$ cat config.mk
export PLATFORM = sky130hd
export DESIGN_NAME = arb_requester
export DESIGN_NICKNAME = d
export VERILOG_FILES = /design/src/rtl/arb_pkg.sv /design/src/rtl/sync_fifo.sv /design/src/rtl/arb_requester.sv
export SDC_FILE = /design/constraint.sdc
export NUM_CORES = 1
export LEC_CHECK = 0
export CORE_UTILIZATION = 25
export DETAILED_ROUTE_END_ITERATION = 10
export REMOVE_ABC_BUFFERS = 1
export SETUP_SLACK_MARGIN = 0.4
export SLEW_MARGIN = 20
export SYNTH_ARGS = -nofsm -noshare
export SYNTH_HDL_FRONTEND = slang
export SYNTH_SLANG_ARGS = --single-unit
$ cat constraint.sdc
create_clock -name clk -period 3.77 [get_ports clk]
set_input_delay 0.5655 -clock clk [delete_from_list [all_inputs] [get_ports clk]]
set_output_delay 0.5655 -clock clk [all_outputs]
set_load 0.005 [all_outputs]
$ cat src/rtl/arb_pkg.sv
// -----------------------------------------------------------------------------
// arb_pkg
// Shared definitions for the arbiter-client requester.
//   state_t : requester FSM state, 2-bit encoding
//             IDLE - waiting for a complete packet (or a full FIFO)
//             REQ  - req raised, waiting for the first sampled gnt
//             XFER - draining exactly one packet onto the shared bus
//             GAP  - req released, quiet time before the next request
// -----------------------------------------------------------------------------
package arb_pkg;

    typedef enum logic [1:0] {
        IDLE = 2'd0,
        REQ  = 2'd1,
        XFER = 2'd2,
        GAP  = 2'd3
    } state_t;

endpackage

$ cat src/rtl/sync_fifo.sv
// -----------------------------------------------------------------------------
// sync_fifo
// Single-clock first-word-fall-through FIFO. The head entry is visible on
// rdata whenever empty is low; pop advances to the next entry.
// Pointers carry one extra wrap bit so full and empty are distinguishable
// without a separate occupancy counter.
// Ports:
//   clk, rst     clock, synchronous active-high reset (empties the FIFO)
//   push, wdata  write request and data (ignored while full)
//   pop          read request (ignored while empty)
//   rdata        head entry (valid while !empty)
//   full, empty  status flags
// -----------------------------------------------------------------------------
module sync_fifo #(
    parameter int WIDTH = 33,
    parameter int DEPTH = 16
) (
    input  logic             clk,
    input  logic             rst,
    input  logic             push,
    input  logic             pop,
    input  logic [WIDTH-1:0] wdata,
    output logic [WIDTH-1:0] rdata,
    output logic             full,
    output logic             empty
);

    localparam int AW = $clog2(DEPTH);

    logic [WIDTH-1:0] mem [DEPTH];
    logic [AW:0]      wr_ptr;
    logic [AW:0]      rd_ptr;
    logic             do_push;
    logic             do_pop;

    assign do_push = push && !full;
    assign do_pop  = pop && !empty;

    always_ff @(posedge clk) begin
        if (rst) begin
            wr_ptr <= '0;
            rd_ptr <= '0;
        end else begin
            if (do_push) wr_ptr <= wr_ptr + {{AW{1'b0}}, 1'b1};
            if (do_pop)  rd_ptr <= rd_ptr + {{AW{1'b0}}, 1'b1};
        end
    end

    // Storage is not reset; only the pointers define what is valid.
    always_ff @(posedge clk) begin
        if (do_push) mem[wr_ptr[AW-1:0]] <= wdata;
    end

    assign rdata = mem[rd_ptr[AW-1:0]];
    assign empty = (wr_ptr == rd_ptr);
    assign full  = (wr_ptr[AW] != rd_ptr[AW]) &&
                   (wr_ptr[AW-1:0] == rd_ptr[AW-1:0]);

endmodule

$ cat src/rtl/arb_requester.sv
// -----------------------------------------------------------------------------
// arb_requester
// Client side of a shared req/gnt arbiter channel. Upstream beats are
// buffered; req is raised only once a whole packet is stored (or the FIFO is
// full, as a cut-through fallback for packets longer than DEPTH). On grant,
// exactly one packet is drained, req is dropped after its last beat and a
// quiet gap is enforced before the next request.
//
// Handshakes: a beat moves on a channel in any cycle where valid and ready
// are both high at the rising clock edge; valid never depends on ready, and
// while valid is high without ready the beat (data/last) is held stable.
//
// Ports:
//   clk, rst                  clock, synchronous active-high reset
//   in_valid/in_ready/in_data/in_last     upstream stream
//   req                       registered request to the arbiter
//   gnt                       grant from the arbiter
//   out_valid/out_ready/out_data/out_last shared-bus stream
//   grant_lost                sticky: gnt fell mid-packet (cleared by rst)
//   state_dbg, pkt_cnt_dbg    FSM state and buffered complete-packet count
// -----------------------------------------------------------------------------
module arb_requester
    import arb_pkg::*;
#(
    parameter int DATA_W     = 32,
    parameter int DEPTH      = 16,
    parameter int GAP_CYCLES = 2
) (
    input  logic                   clk,
    input  logic                   rst,
    input  logic                   in_valid,
    output logic                   in_ready,
    input  logic [DATA_W-1:0]      in_data,
    input  logic                   in_last,
    output logic                   req,
    input  logic                   gnt,
    output logic                   out_valid,
    input  logic                   out_ready,
    output logic [DATA_W-1:0]      out_data,
    output logic                   out_last,
    output logic                   grant_lost,
    output state_t                 state_dbg,
    output logic [$clog2(DEPTH):0] pkt_cnt_dbg
);

    localparam int CW = $clog2(DEPTH) + 1;
    localparam int GW = $clog2(GAP_CYCLES) + 1;
    localparam logic [GW-1:0] GAP_LOAD = GW'(GAP_CYCLES - 1);

    state_t            state;
    logic [CW-1:0]     pkt_cnt;
    logic [GW-1:0]     gap_cnt;

    logic [DATA_W:0]   fifo_rdata;
    logic              fifo_full;
    logic              fifo_empty;
    logic              push;
    logic              pop;
    logic              head_last;
    logic [DATA_W-1:0] head_data;

    assign in_ready  = !fifo_full;
    assign push      = in_valid && !fifo_full;
    assign head_last = fifo_rdata[DATA_W];
    assign head_data = fifo_rdata[DATA_W-1:0];

    // A beat is offered only while we own the bus; an empty FIFO mid-packet
    // (cut-through) or a withdrawn grant simply stalls with req still held.
    assign out_valid = (state == XFER) && gnt && !fifo_empty;
    assign pop       = out_valid && out_ready;
    assign out_data  = out_valid ? head_data : '0;
    assign out_last  = out_valid && head_last;

    sync_fifo #(
        .WIDTH (DATA_W + 1),
        .DEPTH (DEPTH)
    ) u_fifo (
        .clk   (clk),
        .rst   (rst),
        .push  (push),
        .pop   (pop),
        .wdata ({in_last, in_data}),
        .rdata (fifo_rdata),
        .full  (fifo_full),
        .empty (fifo_empty)
    );

    // Count of complete packets held in the FIFO.
    always_ff @(posedge clk) begin
        if (rst) begin
            pkt_cnt <= '0;
        end else begin
            case ({push && in_last, pop && head_last})
                2'b10:   pkt_cnt <= pkt_cnt + CW'(1);
                2'b01:   pkt_cnt <= pkt_cnt - CW'(1);
                default: pkt_cnt <= pkt_cnt;
            endcase
        end
    end

    // req is set/cleared together with the state so it comes straight from
    // a flop. The GAP countdown plus the IDLE evaluation cycle keeps req low
    // for GAP_CYCLES+1 cycles, covering the arbiter's lagged release detect.
    always_ff @(posedge clk) begin
        if (rst) begin
            state      <= IDLE;
            req        <= 1'b0;
            gap_cnt    <= '0;
            grant_lost <= 1'b0;
        end else begin
            case (state)
                IDLE: begin
                    if (pkt_cnt != '0 || fifo_full) begin
                        state <= REQ;
                        req   <= 1'b1;
                    end
                end
                REQ: begin
                    if (gnt) state <= XFER;
                end
                XFER: begin
                    // While in XFER the last beat has not yet gone, so any
                    // low gnt here is a grant lost mid-packet.
                    if (!gnt) grant_lost <= 1'b1;
                    if (pop && head_last) begin
                        state   <= GAP;
                        req     <= 1'b0;
                        gap_cnt <= GAP_LOAD;
                    end
                end
                GAP: begin
                    if (gap_cnt == '0) state <= IDLE;
                    else               gap_cnt <= gap_cnt - GW'(1);
                end
                default: state <= IDLE;
            endcase
        end
    end

    assign state_dbg   = state;
    assign pkt_cnt_dbg = pkt_cnt;

endmodule

==> summary.md <==
| Metric | Value |
|---|---|
| CTS Buf Count | `54` |
| Die Span X | `297.4 um` |
| GRT overflow | `0` |
| Mapped Avg Cell Area | `23.02 sq um` |
| FILL cells | `8059` |
| Count of cell types in the netlist | `46` |
| DRC viols | `0` |
| IO Count | `82` |
| Pwr dens | `474.0 nW/um^2` |
| Post-DP HPWL | `25.59 mm` |
| Std cell rows | `107` |
| Fraction of layout cells with a size suffix above 1 | `38.30%` |
| Post-Synthesis Cells | `948` |
| First-pass GRT wire length | `76.20 mm` |
| Status | `completed` |
| Post-synth design cell area | `21820 sq um` |
| FF+latch area | `16370 sq um` |
| Synthesized flop and latch total | `553` |
| Hold Fails Final Rpt | `0` |
| Initial Util | `25.43%` |
| Final Skew | `0.04096 ns` |
| Routed via count divided by cell count | `4.415` |
| Largest net degree at the start of global routing | `69` |
| Pre-antenna DRT Iters | `7` |
| IO Port Bufs | `81` |
| Nets | `1238` |
| DR vias | `10480` |
| Max_cap viols | `0` |
| Worst path required time | `3.20 ns` |
| Met2 wire length | `25.12 mm` |
| Core area | `85820 sq um` |
| DRT met1 WL | `22.37 mm` |
| Die Height | `297.4 um` |
| Fraction of registers with async set/reset | `0%` |
| RSZ-0062 raised after global routing | `true` |
| DIE AREA | `88470 sq um` |
| Reg2Reg Setup Slack | `0.41 ns` |
| Number of enable flip-flop cells after synthesis | `528` |
| Htree depth | `2` |
| Type of the most critical hold path | `register to register` |
| Critical Path Fanout Max | `4` |
| Drt initial violations | `1177` |
| Vias in the first global route | `11210` |
| Worst-margin pin slew | `1.013 ns` |
| Ys Warns | `0` |
| Worst setup EP type | `primary output` |
| Clk sinks | `553` |
| Initial antenna violation count | `6` |
| Pins Over Slew Limit | `0` |
| Sequential area share after synthesis | `74.95%` |
| Max_slew headroom | `32.09%` |
| Min Clock Period, post-route | `3.474 ns` |
| DR WL met3 | `3.687 mm` |
| Syn-to-layout area delta | `25.63%` |
| Remaining antenna violation count after routing | `0` |
| Leakage | `8.637 nW` |
| CP Launch Type | `register` |
| CTS tree | `done` |
| Clock-pin slew on the worst setup and hold paths | `0.06 ns` |
| Critical path arrival | `2.91 ns` |
| Ys flop type | `edfxtp_1` |
| Final Power | `0.01299 W` |
| Setup CP Type | `register to primary output` |
| Maximum vdd ir drop | `0.3344 mV` |
| Fmax | `287.9 MHz` |
| Hold Slack | `0.4733 ns` |
| Final TNS setup | `0 ns` |
| Max clock buf depth | `3` |
| Aggregate global-route resource usage | `11.66%` |
| Most frequent cells in the layout | `528 x edfxtp_1, 151 x mux4_2, 60 x buf_4, 55 x clkbuf_16, 48 x clkdlybuf4s50_1` |
| Final Setup Violations | `0` |
| Root buffer cell | `clkbuf_16` |
| GPL Wtd Cong | `0.7119` |
| Footprint of the multi-input gates | `5074 sq um` |
| Wire per inst | `21.97 um` |
| Top Metal Used | `met5` |
| Commonest non-fill, non-tap cell in the layout | `edfxtp_1` |
| Final period util | `92.14%` |
| Post-Route WL | `52.13 mm` |
| Clock latency on the worst-skew pair | `0.62 ns` |
-- kinds of logic (layout without fill, tap and decap cells) --
family          count (synthesis)  after routing  synth area share [%]
compound gates                 32             32                 1.112
xor+xnor                       19             19                0.7626
fa+ha+maj                      14             14                0.8027
buf+inv                        57            336                 1.812
flops                         553            553                 74.95
mux                           170            170                 18.07
other cells                     0              2                     0
simple gates                  103            103                 2.494
-- metrics by stage --
stage                     worst slack, ns  instances  utilization [%]  cell area, sq um
after CTS                          0.2426       2354            31.69             27200
after global routing               0.2143       2372            31.94             27410
final                              0.2962       2373            31.95             27420
after detailed placement           0.4512       2164            28.36             24340
after floorplan                    -3.934        902                -             21470
after global placement             0.4131       2164            28.36             24340
-- final cells by class --
| type | instances | share of cell area, % |
|---|---|---|
| antenna | 2 | 0.01826 |
| clock buffer | 69 | 5.212 |
| clock inverter | 28 | 1.196 |
| inverter | 11 | 0.1597 |
| multi-input combinational | 338 | 18.51 |
| sequential | 553 | 59.71 |
| tap | 1144 | 5.221 |
| timing repair buffer | 228 | 9.981 |
-- final timing paths --
check	from	to	cells after the start
setup / recovery	register	out_data[27]	10
hold / removal	grant_lost	grant_lost	2
hold reg to reg	grant_lost	grant_lost	2
setup reg to reg	register	pkt_cnt_dbg[4]	15
-- what timing repair did --
item,CTS,global route
pin swaps,22,4
endpoints found under the setup margin,33,34
gates cloned,13,0
gates resized for setup,245,52
hold buffers,0,0
setup buffers,80,17
-- worst max-delay path, stage by stage, from the launching register on --
cell and delay (ns):
dfxtp_4 0.37, buf_4 0.14, buf_6 0.12, buf_12 0.12, buf_16 0.12, buf_6 0.12
buf_6 0.11, mux4_2 0.41, mux4_2 0.48, and2_4 0.19, buf_2 0.12
-- layer usage --
| layer | global-route usage (%) | up-vias |
|---|---|---|
| met4 | 3.031 | 8 |
| met2 | 18.98 | 344 |
| li1 | - | 4482 |
| met5 | 0 | - |
| met1 | 15.90 | 5573 |
| met3 | 2.293 | 70 |
-- synth_stat cells, drive strengths merged, types with 10 or more instances --
master  count  area share (%)
and2       32            0.92
nand2      11            0.19
ha         14            0.80
nor2       32            0.55
dfxtp      25             2.3
clkbuf     22            0.38
inv        11            0.19
edfxtp    528              73
buf        24             1.2
xor2       14            0.56
mux4      160              18
a21oi      10            0.23
-- registers in the layout, summed over array words and instances (netlist names), named ones only --
name           cells
u_fifo.wr_ptr      5
grant_lost         1
u_fifo.rd_ptr      5
pkt_cnt_dbg        5
req                1
gap_cnt            2
u_fifo.mem       528
state_dbg          2
-- report_power, final --
part	internal, W	total [W]	switching, W	leakage (nW)
sequential	0.00682	0.00686	0.0000415	4.98
combinational	0.000383	0.000765	0.000382	2.81
clock	0.00310	0.00537	0.00227	0.853
total	0.0103	0.0130	0.00269	8.64
Note: power is estimated with default switching activity, not from simulation.
